**config.mk**
```make
export PLATFORM = sky130hd
export DESIGN_NAME = puf_response_ctrl
export DESIGN_NICKNAME = d
export VERILOG_FILES = /design/src/rtl/puf_response_ctrl.sv
export SDC_FILE = /design/constraint.sdc
export NUM_CORES = 1
export LEC_CHECK = 0
export CAP_MARGIN = 5
export CORE_UTILIZATION = 50
export CTS_BUF_LIST = sky130_fd_sc_hd__clkbuf_4
export DETAILED_ROUTE_END_ITERATION = 16
export HOLD_SLACK_MARGIN = 0.08
export PLACE_DENSITY = 0.73
export SYNTH_ARGS = -nofsm -noshare
export SYNTH_HDL_FRONTEND = slang
export SYNTH_SLANG_ARGS = --single-unit
```
**constraint.sdc**
```tcl
create_clock -name clk -period 2.8 [get_ports clk]
set_input_delay 0.42 -clock clk [delete_from_list [all_inputs] [get_ports clk]]
set_output_delay 0.42 -clock clk [all_outputs]
set_load 0.03 [all_outputs]
```
**src/rtl/puf_response_ctrl.sv**
```systemverilog
`default_nettype none
// ============================================================================
// Module   : puf_response_ctrl
// Purpose  : Clock-domain sequencer that builds a RESP_BITS-bit PUF response
//            from one challenge. For each response bit it selects an
//            oscillator pair, enables the banks, counts synchronized rising
//            edges of both selected oscillators over WINDOW clk cycles and
//            stores (cnt_a > cnt_b).
// Ports    : clk, rst_n (async, active-high), start, challenge {B,A} bases,
//            ro_a/ro_b (async oscillator outputs), ro_ena, sel_a, sel_b,
//            busy, done (1-cycle pulse), response, tie_cnt (saturating).
// Options  : `define PUF_MAJORITY_VOTE_EN -> three measurements per bit,
//            response bit is the majority of the three results.
// Revision : 1.0 - initial release
// ============================================================================
module puf_response_ctrl #(
    parameter int CNT_W     = 16,
    parameter int WINDOW    = 1024,
    parameter int RESP_BITS = 8,
    parameter int SEL_W     = 5
) (
    input  logic                 clk,
    input  logic                 rst_n,
    input  logic                 start,
    input  logic [2*SEL_W-1:0]   challenge,
    input  logic                 ro_a,
    input  logic                 ro_b,
    output logic                 ro_ena,
    output logic [SEL_W-1:0]     sel_a,
    output logic [SEL_W-1:0]     sel_b,
    output logic                 busy,
    output logic                 done,
    output logic [RESP_BITS-1:0] response,
    output logic [7:0]           tie_cnt
);

    // Phase timer is sized from WINDOW, independent of the edge counters.
    localparam int             c_TMR_W      = (WINDOW > 4) ? $clog2(WINDOW) : 2;
    localparam int             c_K_W        = (RESP_BITS > 1) ? $clog2(RESP_BITS) : 1;
    localparam logic [c_TMR_W-1:0] c_SETTLE_LAST = c_TMR_W'(3);
    localparam logic [c_TMR_W-1:0] c_WIN_LAST    = c_TMR_W'(WINDOW - 1);
    localparam logic [c_K_W-1:0]   c_K_LAST      = c_K_W'(RESP_BITS - 1);
    localparam logic [CNT_W-1:0]   c_CNT_MAX     = {CNT_W{1'b1}};

    typedef enum logic [2:0] {
        S_IDLE    = 3'd0,
        S_SETTLE  = 3'd1,
        S_COUNT   = 3'd2,
        S_COMPARE = 3'd3,
        S_DONE    = 3'd4
    } state_t;

    state_t             r_state;
    logic [c_TMR_W-1:0] r_tmr;
    logic [c_K_W-1:0]   r_k;
    logic [SEL_W-1:0]   r_base_a;
    logic [SEL_W-1:0]   r_base_b;
    logic [CNT_W-1:0]   r_cnt_a;
    logic [CNT_W-1:0]   r_cnt_b;
    logic [1:0]         r_sync_a;
    logic [1:0]         r_sync_b;
    logic               r_prev_a;
    logic               r_prev_b;

    // Two-flop synchronizers plus one history flop for rising-edge detection.
    always_ff @(posedge clk or posedge rst_n) begin
        if (rst_n) begin
            r_sync_a <= 2'b00;
            r_sync_b <= 2'b00;
            r_prev_a <= 1'b0;
            r_prev_b <= 1'b0;
        end else begin
            r_sync_a <= {r_sync_a[0], ro_a};
            r_sync_b <= {r_sync_b[0], ro_b};
            r_prev_a <= r_sync_a[1];
            r_prev_b <= r_sync_b[1];
        end
    end

    logic                 w_rise_a;
    logic                 w_rise_b;
    logic                 w_gt;
    logic                 w_tie;
    logic                 w_bit;
    logic                 w_last_trial;
    logic [c_K_W-1:0]     w_k_inc;
    logic [RESP_BITS-1:0] w_resp_base;
    logic [7:0]           w_tie_next;

    assign w_rise_a    = r_sync_a[1] & ~r_prev_a;
    assign w_rise_b    = r_sync_b[1] & ~r_prev_b;
    assign w_gt        = (r_cnt_a > r_cnt_b);
    assign w_tie       = (r_cnt_a == r_cnt_b);
    assign w_k_inc     = r_k + c_K_W'(1);
    // Bit 0 of a run discards the previous response; later bits accumulate.
    assign w_resp_base = (r_k == '0) ? '0 : response;
    assign w_tie_next  = (w_tie && (tie_cnt != 8'hFF)) ? tie_cnt + 8'd1 : tie_cnt;

`ifdef PUF_MAJORITY_VOTE_EN
    logic [1:0] r_trial;
    logic [1:0] r_votes;
    assign w_last_trial = (r_trial == 2'd2);
    // Majority of the two stored trials and the current one.
    assign w_bit = (r_votes[0] & r_votes[1]) | (w_gt & (r_votes[0] | r_votes[1]));
`else
    assign w_last_trial = 1'b1;
    assign w_bit        = w_gt;
`endif

    always_ff @(posedge clk or posedge rst_n) begin
        if (rst_n) begin
            r_state  <= S_IDLE;
            r_tmr    <= '0;
            r_k      <= '0;
            r_base_a <= '0;
            r_base_b <= '0;
            r_cnt_a  <= '0;
            r_cnt_b  <= '0;
            ro_ena   <= 1'b0;
            sel_a    <= '0;
            sel_b    <= '0;
            busy     <= 1'b0;
            done     <= 1'b0;
            response <= '0;
            tie_cnt  <= '0;
`ifdef PUF_MAJORITY_VOTE_EN
            r_trial  <= 2'd0;
            r_votes  <= 2'b00;
`endif
        end else begin
            done <= 1'b0;
            case (r_state)
                S_IDLE: begin
                    if (start) begin
                        r_base_a <= challenge[SEL_W-1:0];
                        r_base_b <= challenge[2*SEL_W-1:SEL_W];
                        sel_a    <= challenge[SEL_W-1:0];
                        sel_b    <= challenge[2*SEL_W-1:SEL_W];
                        r_k      <= '0;
                        r_tmr    <= '0;
                        r_cnt_a  <= '0;
                        r_cnt_b  <= '0;
                        tie_cnt  <= '0;
                        busy     <= 1'b1;
                        ro_ena   <= 1'b1;
`ifdef PUF_MAJORITY_VOTE_EN
                        r_trial  <= 2'd0;
`endif
                        r_state  <= S_SETTLE;
                    end
                end
                S_SETTLE: begin
                    // Edges are ignored here so the synchronizers flush any
                    // activity from the previously selected oscillators.
                    if (r_tmr == c_SETTLE_LAST) begin
                        r_tmr   <= '0;
                        r_state <= S_COUNT;
                    end else begin
                        r_tmr <= r_tmr + c_TMR_W'(1);
                    end
                end
                S_COUNT: begin
                    if (w_rise_a && (r_cnt_a != c_CNT_MAX)) r_cnt_a <= r_cnt_a + CNT_W'(1);
                    if (w_rise_b && (r_cnt_b != c_CNT_MAX)) r_cnt_b <= r_cnt_b + CNT_W'(1);
                    if (r_tmr == c_WIN_LAST) begin
                        r_tmr   <= '0;
                        ro_ena  <= 1'b0;
                        r_state <= S_COMPARE;
                    end else begin
                        r_tmr <= r_tmr + c_TMR_W'(1);
                    end
                end
                S_COMPARE: begin
                    tie_cnt <= w_tie_next;
                    r_cnt_a <= '0;
                    r_cnt_b <= '0;
                    if (!w_last_trial) begin
`ifdef PUF_MAJORITY_VOTE_EN
                        r_votes[r_trial[0]] <= w_gt;
                        r_trial <= r_trial + 2'd1;
`endif
                        ro_ena  <= 1'b1;
                        r_state <= S_SETTLE;
                    end else begin
                        response <= w_resp_base | (RESP_BITS'(w_bit) << r_k);
`ifdef PUF_MAJORITY_VOTE_EN
                        r_trial <= 2'd0;
`endif
                        if (r_k == c_K_LAST) begin
                            done    <= 1'b1;
                            r_state <= S_DONE;
                        end else begin
                            r_k     <= w_k_inc;
                            sel_a   <= r_base_a + SEL_W'(w_k_inc);
                            sel_b   <= r_base_b + SEL_W'(w_k_inc);
                            ro_ena  <= 1'b1;
                            r_state <= S_SETTLE;
                        end
                    end
                end
                S_DONE: begin
                    busy    <= 1'b0;
                    r_state <= S_IDLE;
                end
                default: begin
                    r_state <= S_IDLE;
                end
            endcase
        end
    end

endmodule
`default_nettype wire

```
==> results.json, run 1 <==
{
  "status": "finished, final reports clean",
  "worst_pin_slew_ns": 0.727,
  "setup_slack_ns": 0.194,
  "drt_wl_total_um": 10700,
  "core-area_um2": 9820,
  "hpwl_um": 7730,
  "synth_cell_type_count": 56,
  "synth.mux.area_fraction_pct": 1.04,
  "synth_area_per_cell_um2": 9.47,
  "setup_violations": 0,
  "hold_buffers": 0,
  "synth_xor_xnor_area_share_pct": 5.70,
  "crit_path_start": "r_cnt_b[15]",
  "die_h_um": 103,
  "drc": 0,
  "grt_max_degree": 94,
  "maxSlewViolCount": 0,
  "clkTransAtPathRegs_ns": 0.14,
  "num_rows": 36,
  "multi_input_area_um2": 2560,
  "max_slew_margin_pct": 51.5,
  "power_leakage_nw": 2.56,
  "h-tree-depth": 3,
  "dp_slack_ns": 0.240,
  "clkLatencyLatePin_ns": 0.45,
  "grt_pass1_wl_um": 18600,
  "cts.sink_count": 93,
  "final.setup_skew_ns": 0.0168,
  "syn2layout_area_growth_pct": 13.5,
  "fin_crit_ns": 2.61,
  "crit_type": "reg2reg",
  "fmax_mhz": 384,
  "post_cts_buffers": 0,
  "whs_path_depth": 0,
  "powerDensity_nw_per_um2": 368,
  "tritoncts": "built",
  "cts_buffers": 9,
  "dpl.cell_count": 700,
  "cp_cell_sequence": "inv_1 > ha_1 > nand4_1 > or4_1 > nor2_1 > o21ai_1 > mux2_2",
  "timing.hold.ws_ns": 0.367,
  "dr.first_iter.drc_count": 254,
  "drv_cap": 0,
  "r2r-start": "r_cnt_b[15]",
  "routedWlPerCell_um": 14.9,
  "ys_async_sr_fraction_pct": 100,
  "die_w_um": 103,
  "placed_cell_area_um2": 5650,
  "synthAdderAreaFrac_pct": 7.95,
  "startpoint_type": "register",
  "utilization_pct": 58.6,
  "portBuffers": 43,
  "slowest_stage": "or4_1",
  "vias": 4013,
  "nets": 624,
  "worst-path-buf-inv": 1,
  "ir_drop_mv": 0.253,
  "fin_area_um2": 5750,
  "hp-class": "reg2reg",
  "ff_latch_area_um2": 2330,
  "endpoint_kind": "register",
  "yosys_most_used_dff": "dfrtp_1",
  "grt_overflow": 0,
  "required_ns": 3.14,
  "crit_family": "simple AND/OR/NAND/NOR gates",
  "path_depth": 7,
  "num_io_pins": 44,
  "worstPathArrival_ns": 2.95,
  "drt-vias-per-instance": 5.61,
  "antenna_found_initial": 0,
  "fin_setup_tns_ns": 0,
  "synth-simple-area-share_pct": 23.6,
  "hold_viol": 0,
  "yosys_register_bits": 93,
  "mostFrequentLayoutCell": "dfrtp_1",
  "ctsRootBufferMaster": "clkbuf_4",
  "synth_top_family_by_area": "simple AND/OR/NAND/NOR gates",
  "synthCells": 535,
  "clockBufferDepth": 2,
  "yosysWarnings": 0,
  "synth_compound_area_share_pct": 12.3,
  "holdCritStartpoint": "r_sync_b[0]",
  "grt_pass1_vias": 3937,
  "initial_utilization_pct": 51.6,
  "period_share_pct": 93.1,
  "drt_pass1_iterations": 4,
  "drive_gt1_share_pct": 6.01,
  "critPathMaxStageDelay_ns": 0.75,
  "place_congestion": 0.858,
  "cts_resized": 0,
  "ff2ff_path_depth": 7,
  "final_cell_mix": "93 x dfrtp_1, 80 x nand2_1, 52 x nor2_1",
  "diodes": 0,
  "ys_seq_area_share_pct": 45.9,
  "dieArea_um2": 10500,
  "finish.cell_count_without_fillers": 715,
  "total_power_mw": 2.12,
  "synth_edf_count": 0,
  "rsz0062_at_grt": "false",
  "grt.total_usage_pct": 22.6,
  "ant_nets": 0,
  "synth_area_um2": 5070,
  "synth_nets": 581,
  "fillers": 905,
  "cp_max_fo": 6
}
cells in the mapped netlist (3+ instances only):
library cell | instances | area [um2]
a21o_1 | 6 | 45.0
a21oi_1 | 25 | 125
a22o_1 | 7 | 61.3
a22oi_1 | 3 | 22.5
a31oi_1 | 11 | 68.8
a32o_1 | 4 | 40.0
and2_1 | 3 | 18.8
and3_1 | 5 | 31.3
and4_1 | 4 | 35.0
buf_2 | 10 | 50.1
clkbuf_1 | 6 | 22.5
dfrtp_1 | 93 | 2330
ha_1 | 29 | 363
inv_1 | 20 | 75.1
inv_2 | 4 | 15.0
mux2i_1 | 3 | 30.0
nand2_1 | 80 | 300
nand2b_1 | 5 | 31.3
nand3_1 | 17 | 85.1
nand4_1 | 11 | 68.8
nor2_1 | 52 | 195
nor2b_1 | 4 | 25.0
nor3_1 | 17 | 85.1
nor3b_1 | 3 | 22.5
nor4_1 | 10 | 62.6
nor4_4 | 3 | 63.8
nor4b_1 | 3 | 26.3
o2111ai_1 | 4 | 35.0
o211ai_1 | 4 | 30.0
o21ai_0 | 6 | 30.0
o21ai_1 | 14 | 70.1
or3_1 | 5 | 31.3
xnor2_1 | 33 | 289
per-layer routing:
layer / wire (um) / GRT usage (%) / vias to the layer above
met1: 5110 / 31.8 / 1945
met5: 0 / 0 / -
li1: - / - / 1984
met3: 382 / 4.61 / 16
met4: 195 / 7.80 / 0
met2: 5000 / 35.0 / 68
state kept, by name, summed over array words and instances (netlist names), 5 cells and up:
name and count:
r_base_a 5, r_base_b 5, r_cnt_a 16, r_cnt_b 16, r_tmr 10, response 8
sel_a 5, sel_b 5, tie_cnt 8
power breakdown:
group          internal (mW)  total [mW]  switching [mW]
clock                  0.176       0.621           0.446
combinational         0.0522       0.120          0.0673
sequential              1.36        1.38          0.0137
final cells by class:
type / count / share of cell area, %
Tap cell: 133 / 2.89
Inverter: 24 / 1.63
Timing Repair Buffer: 50 / 8.61
Clock inverter: 6 / 0.696
Multi-Input combinational cell: 400 / 44.5
Clock buffer: 9 / 1.17
Sequential cell: 93 / 40.5
cells by family after synthesis:
group,Yosys count
compound gates,95
flops,93
xor+xnor,33
mux,5
buf+inv,42
fa+ha+maj,31
simple gates,236
worst paths after layout:
kind / slack [ns] / to
setup / recovery: 0.19 / tie_cnt[0]
hold reg to reg: 0.37 / r_sync_b[1]
hold / removal: 0.37 / r_sync_b[1]
max in group asynchronous: 1.95 / r_cnt_b[5]
setup reg to reg: 0.19 / tie_cnt[0]
min in group asynchronous: 0.42 / sel_b[4]
Power figures use the tool's default switching activity.
==> run 2: changes to the inputs <==
Settings changed: CORE_MARGIN set to 1, CTS_CLUSTER_SIZE set to 20.
==> results of run 2 <==
Final layout, timing and power as in run 1 (identical DEF).
==> run 3: changes to the inputs <==
Settings changed: CORE_ASPECT_RATIO set to 1.75.
==> run 3 against run 2 <==
Non-clock buffer count rose by 4. Routed wire length rose by 9.2%. Power rose by 11%. Clock skew rose by 0.00061 ns. Cell count fell by 0.28%. Combinational power barely moved. Critical path type unchanged. Highest routed layer unchanged.
==> results.json, run 3 (same netlist as run 1, synthesis figures left out) <==
{
  "endpoint_kind": "register",
  "grt.total_usage_pct": 24.3,
  "rsz0062_at_grt": "false",
  "fin_area_um2": 5830,
  "vias": 4115,
  "cp_cell_sequence": "inv_1 > ha_1 > nand4_1 > or4_1 > nor2_1 > o21ai_1 > mux2_2",
  "dp_slack_ns": 0.282,
  "hold_viol": 0,
  "status": "finished, final reports clean",
  "powerDensity_nw_per_um2": 404,
  "ant_nets": 0,
  "critPathMaxStageDelay_ns": 0.76,
  "core-area_um2": 9850,
  "fin_setup_tns_ns": 0,
  "die_w_um": 78.1,
  "ff_latch_area_um2": 2330,
  "drt_pass1_iterations": 4,
  "dr.first_iter.drc_count": 224,
  "clockBufferDepth": 2,
  "clkLatencyLatePin_ns": 0.47,
  "portBuffers": 43,
  "num_rows": 48,
  "setup_violations": 0,
  "placed_cell_area_um2": 5670,
  "post_cts_buffers": 0,
  "grt_pass1_vias": 4154,
  "drt-vias-per-instance": 5.77,
  "largestRegisters": "r_cnt_a (16), r_cnt_b (16), r_tmr (10)",
  "place_congestion": 0.861,
  "grt_overflow": 0,
  "multi_input_area_um2": 2560,
  "grt_max_degree": 39,
  "mostFrequentLayoutCell": "dfrtp_1",
  "num_io_pins": 44,
  "worstPathArrival_ns": 2.92,
  "timing.hold.ws_ns": 0.353,
  "worst_pin_slew_ns": 0.777,
  "h-tree-depth": 3,
  "grt_pass1_wl_um": 19800,
  "setup_slack_ns": 0.239,
  "worst-path-buf-inv": 1,
  "maxSlewViolCount": 0,
  "startpoint_type": "register",
  "dieArea_um2": 10600,
  "die_h_um": 135,
  "initial_utilization_pct": 51.4,
  "tritoncts": "built",
  "max_slew_margin_pct": 48.0,
  "fmax_mhz": 390,
  "nets": 628,
  "drc": 0,
  "drt_wl_total_um": 11700,
  "period_share_pct": 91.5,
  "clkTransAtPathRegs_ns": 0.16,
  "final_cell_mix": "93 x dfrtp_1, 80 x nand2_1, 52 x nor2_1",
  "slowest_stage": "or4_1",
  "power_leakage_nw": 2.61,
  "routedWlPerCell_um": 16.4,
  "ir_drop_mv": 0.271,
  "required_ns": 3.16,
  "final.setup_skew_ns": 0.0175,
  "ctsRootBufferMaster": "clkbuf_4",
  "fin_crit_ns": 2.56,
  "cts_buffers": 9,
  "cts_resized": 0,
  "cp_max_fo": 6,
  "hp-class": "reg2reg",
  "syn2layout_area_growth_pct": 15.1,
  "crit_type": "reg2reg",
  "drive_gt1_share_pct": 6.98,
  "hold_buffers": 0,
  "crit_family": "simple AND/OR/NAND/NOR gates",
  "drv_cap": 0,
  "antenna_found_initial": 1,
  "hpwl_um": 8600,
  "worst-r2r-setup-slack_ns": 0.24,
  "fillers": 867,
  "cts.sink_count": 93
}
[run 3: cell types whose count changed in the layout (fill, tap and decap cells not counted)]
cell	delta
buf_4	+4
clkinv_1	-1
inv_6	+1
bufinv_16	+2
clkinvlp_4	-1
diode_2	+1
[run 3: worst paths after layout]
check                             from     endpoint  cells past startpoint
hold / removal             r_sync_b[0]  r_sync_b[1]                      0
setup / recovery           r_cnt_b[15]   tie_cnt[0]                      7
min in group asynchronous        rst_n   r_cnt_b[2]                      2
hold reg to reg            r_sync_b[0]  r_sync_b[1]                      0
setup reg to reg           r_cnt_b[15]   tie_cnt[0]                      7
max in group asynchronous        rst_n   r_cnt_b[7]                      3
[run 3: power breakdown]
| part | switching [mW] | internal, mW |
|---|---|---|
| Combinational | 0.0690 | 0.0541 |
| Sequential | 0.0145 | 1.36 |
| Clock | 0.489 | 0.366 |
| Total | 0.572 | 1.78 |
[run 3: through the flow]
| step | total power [mW] | instances | util [%] |
|---|---|---|---|
| floorplan | 1.47 | 535 | - |
| global placement | 1.52 | 696 | 57.5 |
| detailed placement | 1.53 | 696 | 57.5 |
| CTS | 2.37 | 712 | 59.2 |
| global route | 2.43 | 713 | 59.2 |
| finish | 2.36 | 713 | 59.2 |
[run 3: layout make-up]
class                   instances  area share, %
diodes                          1         0.0429
clock buffers                   9           1.16
clock inverters                 7           1.67
inverters                      24           1.61
multi-input cells             400           43.9
flip-flops and latches         93           39.9
well taps                     125           2.68
repair buffers                 54           9.01
[run 3: routing by layer]
| layer | share of wire, % | global-route usage (%) |
|---|---|---|
| met5 | 0 | 0 |
| met4 | 3.9 | 13.3 |
| met3 | 3.6 | 4.31 |
| met2 | 55 | 43.6 |
| met1 | 38 | 26.7 |
